File: src/rtl/apb_slave_module.sv
// APB slave bridge in front of the matrix-multiplier register file.
// Optional build macro APB_STRB_EN: per-element write strobes derived from pstrb_i.
module apb_slave_module #(
  parameter int unsigned DATA_WIDTH  = 32,
  parameter int unsigned BUS_WIDTH   = 64,
  parameter int unsigned ADDR_WIDTH  = 32,
  parameter int unsigned SP_NTARGETS = 4
) (
  input  logic                            clk_i,
  input  logic                            rst_ni,
  input  logic                            psel_i,
  input  logic                            penable_i,
  input  logic                            pwrite_i,
  input  logic [ADDR_WIDTH-1:0]           paddr_i,
  input  logic [BUS_WIDTH-1:0]            pwdata_i,
  input  logic [BUS_WIDTH/8-1:0]          pstrb_i,
  output logic [BUS_WIDTH-1:0]            prdata_o,
  output logic                            pready_o,
  output logic                            pslverr_o,
  output logic [ADDR_WIDTH-1:0]           address_o,
  output logic [BUS_WIDTH-1:0]            data_o,
  output logic                            write_enable_o,
  output logic [BUS_WIDTH/DATA_WIDTH-1:0] strobe_o,
  input  logic [BUS_WIDTH-1:0]            data_i,
  input  logic                            busy_i
);

  localparam int unsigned MAX_DIM        = BUS_WIDTH / DATA_WIDTH;
  localparam int unsigned IDX_W          = ADDR_WIDTH - 5;
  localparam int unsigned BYTES_PER_ELEM = DATA_WIDTH / 8;

  localparam logic [4:0] REG_CONTROL   = 5'b00000;
  localparam logic [4:0] REG_OPERAND_A = 5'b00100;
  localparam logic [4:0] REG_FLAGS     = 5'b01000;
  localparam logic [4:0] REG_OPERAND_B = 5'b01100;
  localparam logic [4:0] REG_SP        = 5'b10000;

  localparam logic [IDX_W-1:0] IDX_DIM_LIMIT = IDX_W'(MAX_DIM);
  localparam logic [IDX_W-1:0] IDX_SP_LIMIT  = IDX_W'(SP_NTARGETS * MAX_DIM);

  localparam logic [1:0] ST_IDLE    = 2'd0;
  localparam logic [1:0] ST_SETUP   = 2'd1;
  localparam logic [1:0] ST_ACCESS  = 2'd2;
  localparam logic [1:0] ST_RD_DONE = 2'd3;

  logic [1:0]            state_q, state_d;
  logic [1:0]            state_cur;
  logic [ADDR_WIDTH-1:0] addr_q, addr_d;
  logic [BUS_WIDTH-1:0]  wdata_q, wdata_d;
  logic [BUS_WIDTH-1:0]  prdata_q, prdata_d;
  logic                  wr_q, wr_d;
  logic                  dec_err_q, dec_err_d;
  logic                  busy_chk_q, busy_chk_d;

  logic [4:0]            region;
  logic [IDX_W-1:0]      idx;
  logic                  dec_bad;
  logic                  dec_ro;
  logic                  acc_err;
  logic                  bus_acc;
  logic                  strobe_any;

  // Region and row decode of the address currently on the bus.
  always_comb begin
    region  = paddr_i[4:0];
    idx     = paddr_i[ADDR_WIDTH-1:5];
    dec_bad = 1'b1;
    dec_ro  = 1'b0;
    case (region)
      REG_CONTROL:   dec_bad = (idx != '0);
      REG_OPERAND_A: dec_bad = (idx >= IDX_DIM_LIMIT);
      REG_OPERAND_B: dec_bad = (idx >= IDX_DIM_LIMIT);
      REG_FLAGS: begin
        dec_bad = (idx != '0);
        dec_ro  = 1'b1;
      end
      REG_SP: begin
        dec_bad = (idx >= IDX_SP_LIMIT);
        dec_ro  = 1'b1;
      end
      default: dec_bad = 1'b1;
    endcase
  end

  // SETUP is recognised in the same cycle the bus presents it, so the
  // registered ACCESS state lines up with the first PENABLE cycle.
  always_comb begin
    state_cur = state_q;
    if (state_q == ST_IDLE && psel_i && !penable_i) begin
      state_cur = ST_SETUP;
    end
  end

  assign bus_acc = psel_i && penable_i;
  assign acc_err = dec_err_q || (busy_chk_q && busy_i);

`ifdef APB_STRB_EN
  logic [MAX_DIM-1:0] strb_q, strb_d;
  logic [MAX_DIM-1:0] strb_elem;

  always_comb begin
    strb_elem = '0;
    for (int unsigned e = 0; e < MAX_DIM; e++) begin
      strb_elem[e] = |pstrb_i[e*BYTES_PER_ELEM +: BYTES_PER_ELEM];
    end
  end

  always_comb begin
    strb_d = strb_q;
    if (state_cur == ST_SETUP) begin
      strb_d = strb_elem;
    end
  end

  always_ff @(posedge clk_i or negedge rst_ni) begin
    if (!rst_ni) begin
      strb_q <= '0;
    end else begin
      strb_q <= strb_d;
    end
  end

  assign strobe_any = |strb_q;
  assign strobe_o   = strb_q;
`else
  logic unused_pstrb;

  assign unused_pstrb = ^pstrb_i;
  assign strobe_any   = 1'b1;
  assign strobe_o     = {MAX_DIM{write_enable_o}};
`endif

  always_comb begin
    state_d        = ST_IDLE;
    addr_d         = addr_q;
    wdata_d        = wdata_q;
    wr_d           = wr_q;
    dec_err_d      = dec_err_q;
    busy_chk_d     = busy_chk_q;
    prdata_d       = prdata_q;
    pready_o       = 1'b0;
    pslverr_o      = 1'b0;
    write_enable_o = 1'b0;
    case (state_cur)
      ST_SETUP: begin
        state_d    = ST_ACCESS;
        addr_d     = paddr_i;
        wdata_d    = pwdata_i;
        wr_d       = pwrite_i;
        dec_err_d  = dec_bad || (pwrite_i && dec_ro);
        busy_chk_d = pwrite_i && !dec_bad && !dec_ro;
      end
      ST_ACCESS: begin
        if (!bus_acc) begin
          state_d = ST_IDLE;
        end else if (wr_q) begin
          state_d        = ST_IDLE;
          pready_o       = 1'b1;
          pslverr_o      = acc_err;
          write_enable_o = !acc_err && strobe_any;
        end else begin
          state_d  = ST_RD_DONE;
          prdata_d = acc_err ? '0 : data_i;
        end
      end
      ST_RD_DONE: begin
        state_d = ST_IDLE;
        if (psel_i) begin
          pready_o  = 1'b1;
          pslverr_o = dec_err_q;
        end
      end
      default: state_d = ST_IDLE;
    endcase
  end

  always_ff @(posedge clk_i or negedge rst_ni) begin
    if (!rst_ni) begin
      state_q    <= ST_IDLE;
      addr_q     <= '0;
      wdata_q    <= '0;
      prdata_q   <= '0;
      wr_q       <= 1'b0;
      dec_err_q  <= 1'b0;
      busy_chk_q <= 1'b0;
    end else begin
      state_q    <= state_d;
      addr_q     <= addr_d;
      wdata_q    <= wdata_d;
      prdata_q   <= prdata_d;
      wr_q       <= wr_d;
      dec_err_q  <= dec_err_d;
      busy_chk_q <= busy_chk_d;
    end
  end

  assign address_o = addr_q;
  assign data_o    = wdata_q;
  assign prdata_o  = prdata_q;

endmodule

File: config.mk
export PLATFORM = sky130hd
export DESIGN_NAME = apb_slave_module
export DESIGN_NICKNAME = d
export VERILOG_FILES = /design/src/rtl/apb_slave_module.sv
export SDC_FILE = /design/constraint.sdc
export NUM_CORES = 1
export LEC_CHECK = 0
export CORE_ASPECT_RATIO = 0.6
export CORE_MARGIN = 2
export CORE_UTILIZATION = 40
export DETAILED_ROUTE_END_ITERATION = 6
export GPL_TIMING_DRIVEN = 0
export PLACE_DENSITY = 0.91
export SLEW_MARGIN = 20
export SYNTH_ARGS = -nofsm -noshare
export SYNTH_HDL_FRONTEND = slang
export SYNTH_SLANG_ARGS = --single-unit
File: constraint.sdc
create_clock -name clk_i -period 2.8 [get_ports clk_i]
set_input_delay 0.7 -clock clk_i [delete_from_list [all_inputs] [get_ports clk_i]]
set_output_delay 0.7 -clock clk_i [all_outputs]
set_load 0.005 [all_outputs]
; After elaboration in Yosys (flattened, before gate mapping)
; Index checks and enable logic that the tools add are counted.
[classes]
bitwise_logic = 1
eq_ne = 7
magnitude_cmp = 2
n_mux = 18
n_reduce_logical = 20
[op_table]
columns = cell, n
row1 = $mux 64, 1
row2 = $ge 27x2->1 const B, 1
row3 = $ge 27x4->1 const B, 1
row4 = $reduce_bool 27->1, 1
row5 = $eq 5x4->1 const B, 2
row6 = $mux 1, 10
row7 = $logic_and 1x1->1, 7
row8 = $mux 2, 3
row9 = $reduce_or 2->1, 3
row10 = $eq 5x3->1 const B, 1
row11 = $eq 5x5->1 const B, 1
row12 = $logic_not 5->1, 1
row13 = $eq 2x2->1 const B, 2
row14 = $logic_not 1->1, 4
row15 = $pmux 1 s2, 2
row16 = $pmux 2 s2, 1
row17 = $pmux 1 s3, 1
row18 = $reduce_and 3->1, 1
row19 = $eq 2x1->1 const B, 1
row20 = $logic_not 2->1, 1
row21 = $logic_or 1x1->1, 2
row22 = $not 1->1, 1
[word_totals]
ff_bits = 165

; Longest topological paths before layout
[logic_depth]
ltp_word = 6
mapped_depth = 9

; Least setup slack after synthesis
; Ideal clock, no wire load.
[synth_timing]
path_type = input-to-output
startpoint = input psel_i
endpoint = output pslverr_o
arrival_time_ns = 1.857
stages = 7
path_buffers = 0
slack_ns = 0.243
t_required_ns = 2.100
cell_sequence = nor3b_1 > or2_2 > inv_1 > ha_1 > nand4_1 > a21oi_1 > nor3b_1
[synth_via]
elab_chain_cells = 5
[synth_rtl]
columns = item, line_no
row1 = "start, declared", 11  ; input logic psel_i,
row2 = $logic_and 1x1->1 (2 in a row), 89  ; if (state_q == ST_IDLE && psel_i && !penable_i) begin
row3 = $mux 2, 89
row4 = $eq 2x2->1, 144  ; case (state_cur)
row5 = $pmux 1 s2 (*), 144
row6 = "end, declared", 19  ; output logic pslverr_o,
; Every way passes the cells marked *; elsewhere a longest branch is shown, timed or not.

; Worst setup path after layout
[layout_timing]
startpoint = input busy_i
endpoint = output strobe_o[1]
[layout_via]
elab_chain_cells = 6
[layout_rtl]
columns = item, line_no
row1 = "start, declared", 25  ; input logic busy_i
row2 = $logic_and 1x1->1, 95  ; assign acc_err = dec_err_q || (busy_chk_q && busy_i);
row3 = $logic_or 1x1->1, 95
row4 = $logic_not 1->1, 160  ; write_enable_o = !acc_err && strobe_any;
row5 = $mux 1, 156  ; end else if (wr_q) begin
row6 = $mux 1, 154  ; if (!bus_acc) begin
row7 = $mux 1, 144
row8 = "end, declared", 23  ; output logic [BUS_WIDTH/DATA_WIDTH-1:0] strobe_o,
; Every way passes these cells.

==> summary.txt <==
status: completed
crit start category: input port
initial core utilization: 0.415
TritonCTS buffer count: 17
fin cells: 1099
critical path's slowest cell: clkdlybuf4s50_1
most frequent cells in the layout: clkdlybuf4s50_1 (322), dfrtp_1 (165), nand2_1 (132)
Seq cells post-synth: 165
Fmax: 361 MHz
grt ovf: 0
crit end category: primary output
Die Height: 102 µm
die area: 0.0172 mm²
Hold Vio Cnt, Final: 0
Worst-path clk slew: 0.07 ns
# DRC: 0
final WL: 19.7 mm
Max VDD drop: 308 µV
crit path DAT: 2.07 ns
Pwr per Cell Area: 601 mW/mm²
Worst-Margin Slew: 0.697 ns
post-route cell area: 0.0107 mm²
Clock Sink Count: 165
largest net degree at the start of global routing: 97
Total Routing Usage GR: 0.232
core area: 0.0155 mm²
worst skew pair latency: 0.41 ns
most common cell after layout, fill and taps aside: clkdlybuf4s50_1
via count: 5380
DRT Pass-1 Iters: 4
Final Skew: 0.0120 ns
Final Max Slew Viols: 0
leakage power figure: 4.38 nW
Antenna Nets Post-Route: 0
crit path time final: 2.77 ns
H-tree depth: 4
initial antenna violation count: 0
RSZ-0062 raised after global routing: yes
io pins: 339
crit path cell chain: clkdlybuf4s50_1 > a21oi_4 > buf_8 > nor2b_2 > buf_6 > buf_6 > buf_6
post-synthesis instance area: 0.00645 mm²
vias per inst: 4.90
Setup Viol. Count Final: 0
sw power: 1.59 mW
worst rel slew slack: 0.531
fraction of layout cells with a size suffix above 1: 0.196
HP Class: input port to async pin
Sequential Area: 0.00413 mm²
worst endpoint required time: 2.10 ns
setup TNS: 0 ns
Multi-input gate area: 0.00219 mm²
Cell variety after synth: 25
yosys warns: 0
P_int: 4.85 mW
standard-cell rows: 35
Fillers: 1139
hold-fix buffers at CTS: 0
max cap viols: 0
number of global-route vias before repair: 5755
IO Port Bufs: 330
CP peak stage delay: 0.46 ns
die width: 168 µm
final period utilization: 0.988
Logic pwr share: 0.205
CTS Buffer Depth: 2
Nets: 1060
CP Max Fanout: 19
clock network power share: 0.355
Synth Instances: 528
Sw Ratio: 0.246
Mapped Nets: 705
drt wl/cell: 18.0 µm
cell mode on critical path: buf_6
CTS tree: yes
area grow syn2layout: 66.1%
Post-Place Cells: 1062
Ant. Diodes: 0
global-route wire length before repair: 30.7 mm
CTS Root Buffer Type: clkbuf_16
sequential area share after synthesis: 0.641
Flop pwr share: 0.440
Detailed Route Iter0 Violations: 250
Crit Path Category: input port to primary output
placed inst area: 0.0100 mm²
hpwl dp: 15.3 mm
gpl congestion: 0.784
mean area per synthesized cell: 12.2 µm²
state kept, by name (all words and copies together), names as in the netlist:
register and count:
data_o 64, state_q 2, busy_chk_q 1, prdata_o 64
address_o 32, wr_q 1, dec_err_q 1
power groups by stage:
stage               Sequential [mW]  Clock (mW)  Combinational, mW
floorplan                      2.88           0              0.327
global placement               2.86           0               1.29
detailed placement             2.87           0               1.33
CTS                            2.83        2.33               1.33
global route                   2.87        2.45               1.41
finish                         2.83        2.29               1.32
worst max-delay path, delay by kind of cell:
family | cells | cell delay (ns)
AND/OR/NAND/NOR | 1 | 0.23
AO/OA/AOI/OAI | 1 | 0.20
buffers and inverters | 5 | 0.94
layer usage:
layer | up-vias | track usage | part of all wire
li1 | 2490 | - | -
met1 | 2635 | 0.280 | 0.41
met2 | 220 | 0.399 | 0.49
met3 | 35 | 0.0852 | 0.080
met4 | 0 | 0.0669 | 0.019
met5 | - | 0 | 0
cell families after synthesis:
group / share of synthesized area
AOI/OAI and AO/OA: 0.0561
xor gates and xnor gates: 0.00136
adders and majority gates: 0.00582
buffers and inverters: 0.0278
DFF: 0.641
muxes: 0.169
and+or+nand+nor: 0.0990
cell type report:
cell class / count / share of cell area
tap: 203 / 0.0237
inverter: 3 / 0.00129
buffer: 34 / 0.0168
clock buffer: 18 / 0.0401
timing repair buffer: 337 / 0.315
clock inverter: 14 / 0.0133
sequential: 165 / 0.386
multi-input combinational: 325 / 0.204
final timing paths:
check	slack, ns	cells after the start	from	endpoint
min	0.22	1	rst_ni	data_o[60]
max in group asynchronous	1.72	2	rst_ni	prdata_o[52]
min in group clk_i	0.48	2	prdata_o[22]	prdata_o[22]
min reg2reg	0.48	2	prdata_o[22]	prdata_o[22]
max	0.03	7	busy_i	strobe_o[1]
max reg2reg	0.35	9	state_q[1]	busy_chk_q
Yosys cell counts (all sizes together):
master    n  area share
a21oi     4      0.0037
a31oi     1     0.00097
a32o      1      0.0017
buf      24       0.020
clkbuf   11      0.0064
dfrtp   165        0.64
ha        3      0.0058
inv       3      0.0017
mux2     97        0.17
nand2   132       0.077
nand4     2      0.0019
nand4b    1      0.0014
nor2      3      0.0017
nor2b     4      0.0039
nor3b     2      0.0023
nor4      7      0.0068
nor4b     1      0.0014
o21ai    64       0.050
or2       1     0.00097
or4       1      0.0017
xnor2     1      0.0014
what timing repair did:
action,4_1_cts,5_1_grt
pin swaps,2,3
gates resized for setup,32,17
setup endpoints to repair,5,5
setup buffers,4,2
metrics by stage:
step	setup WS, ns	total power, mW	hold slack (ns)	utilization
2_1_floorplan	0.243	3.21	0.404	-
3_3_place_gp	-5.67	4.15	0.461	0.643
3_5_place_dp	-0.849	4.20	0.469	0.646
4_1_cts	0.00993	6.50	0.246	0.685
5_1_grt	-0.0526	6.73	0.255	0.689
6_report	0.0327	6.44	0.220	0.689
(Power assumes the default switching activity.)
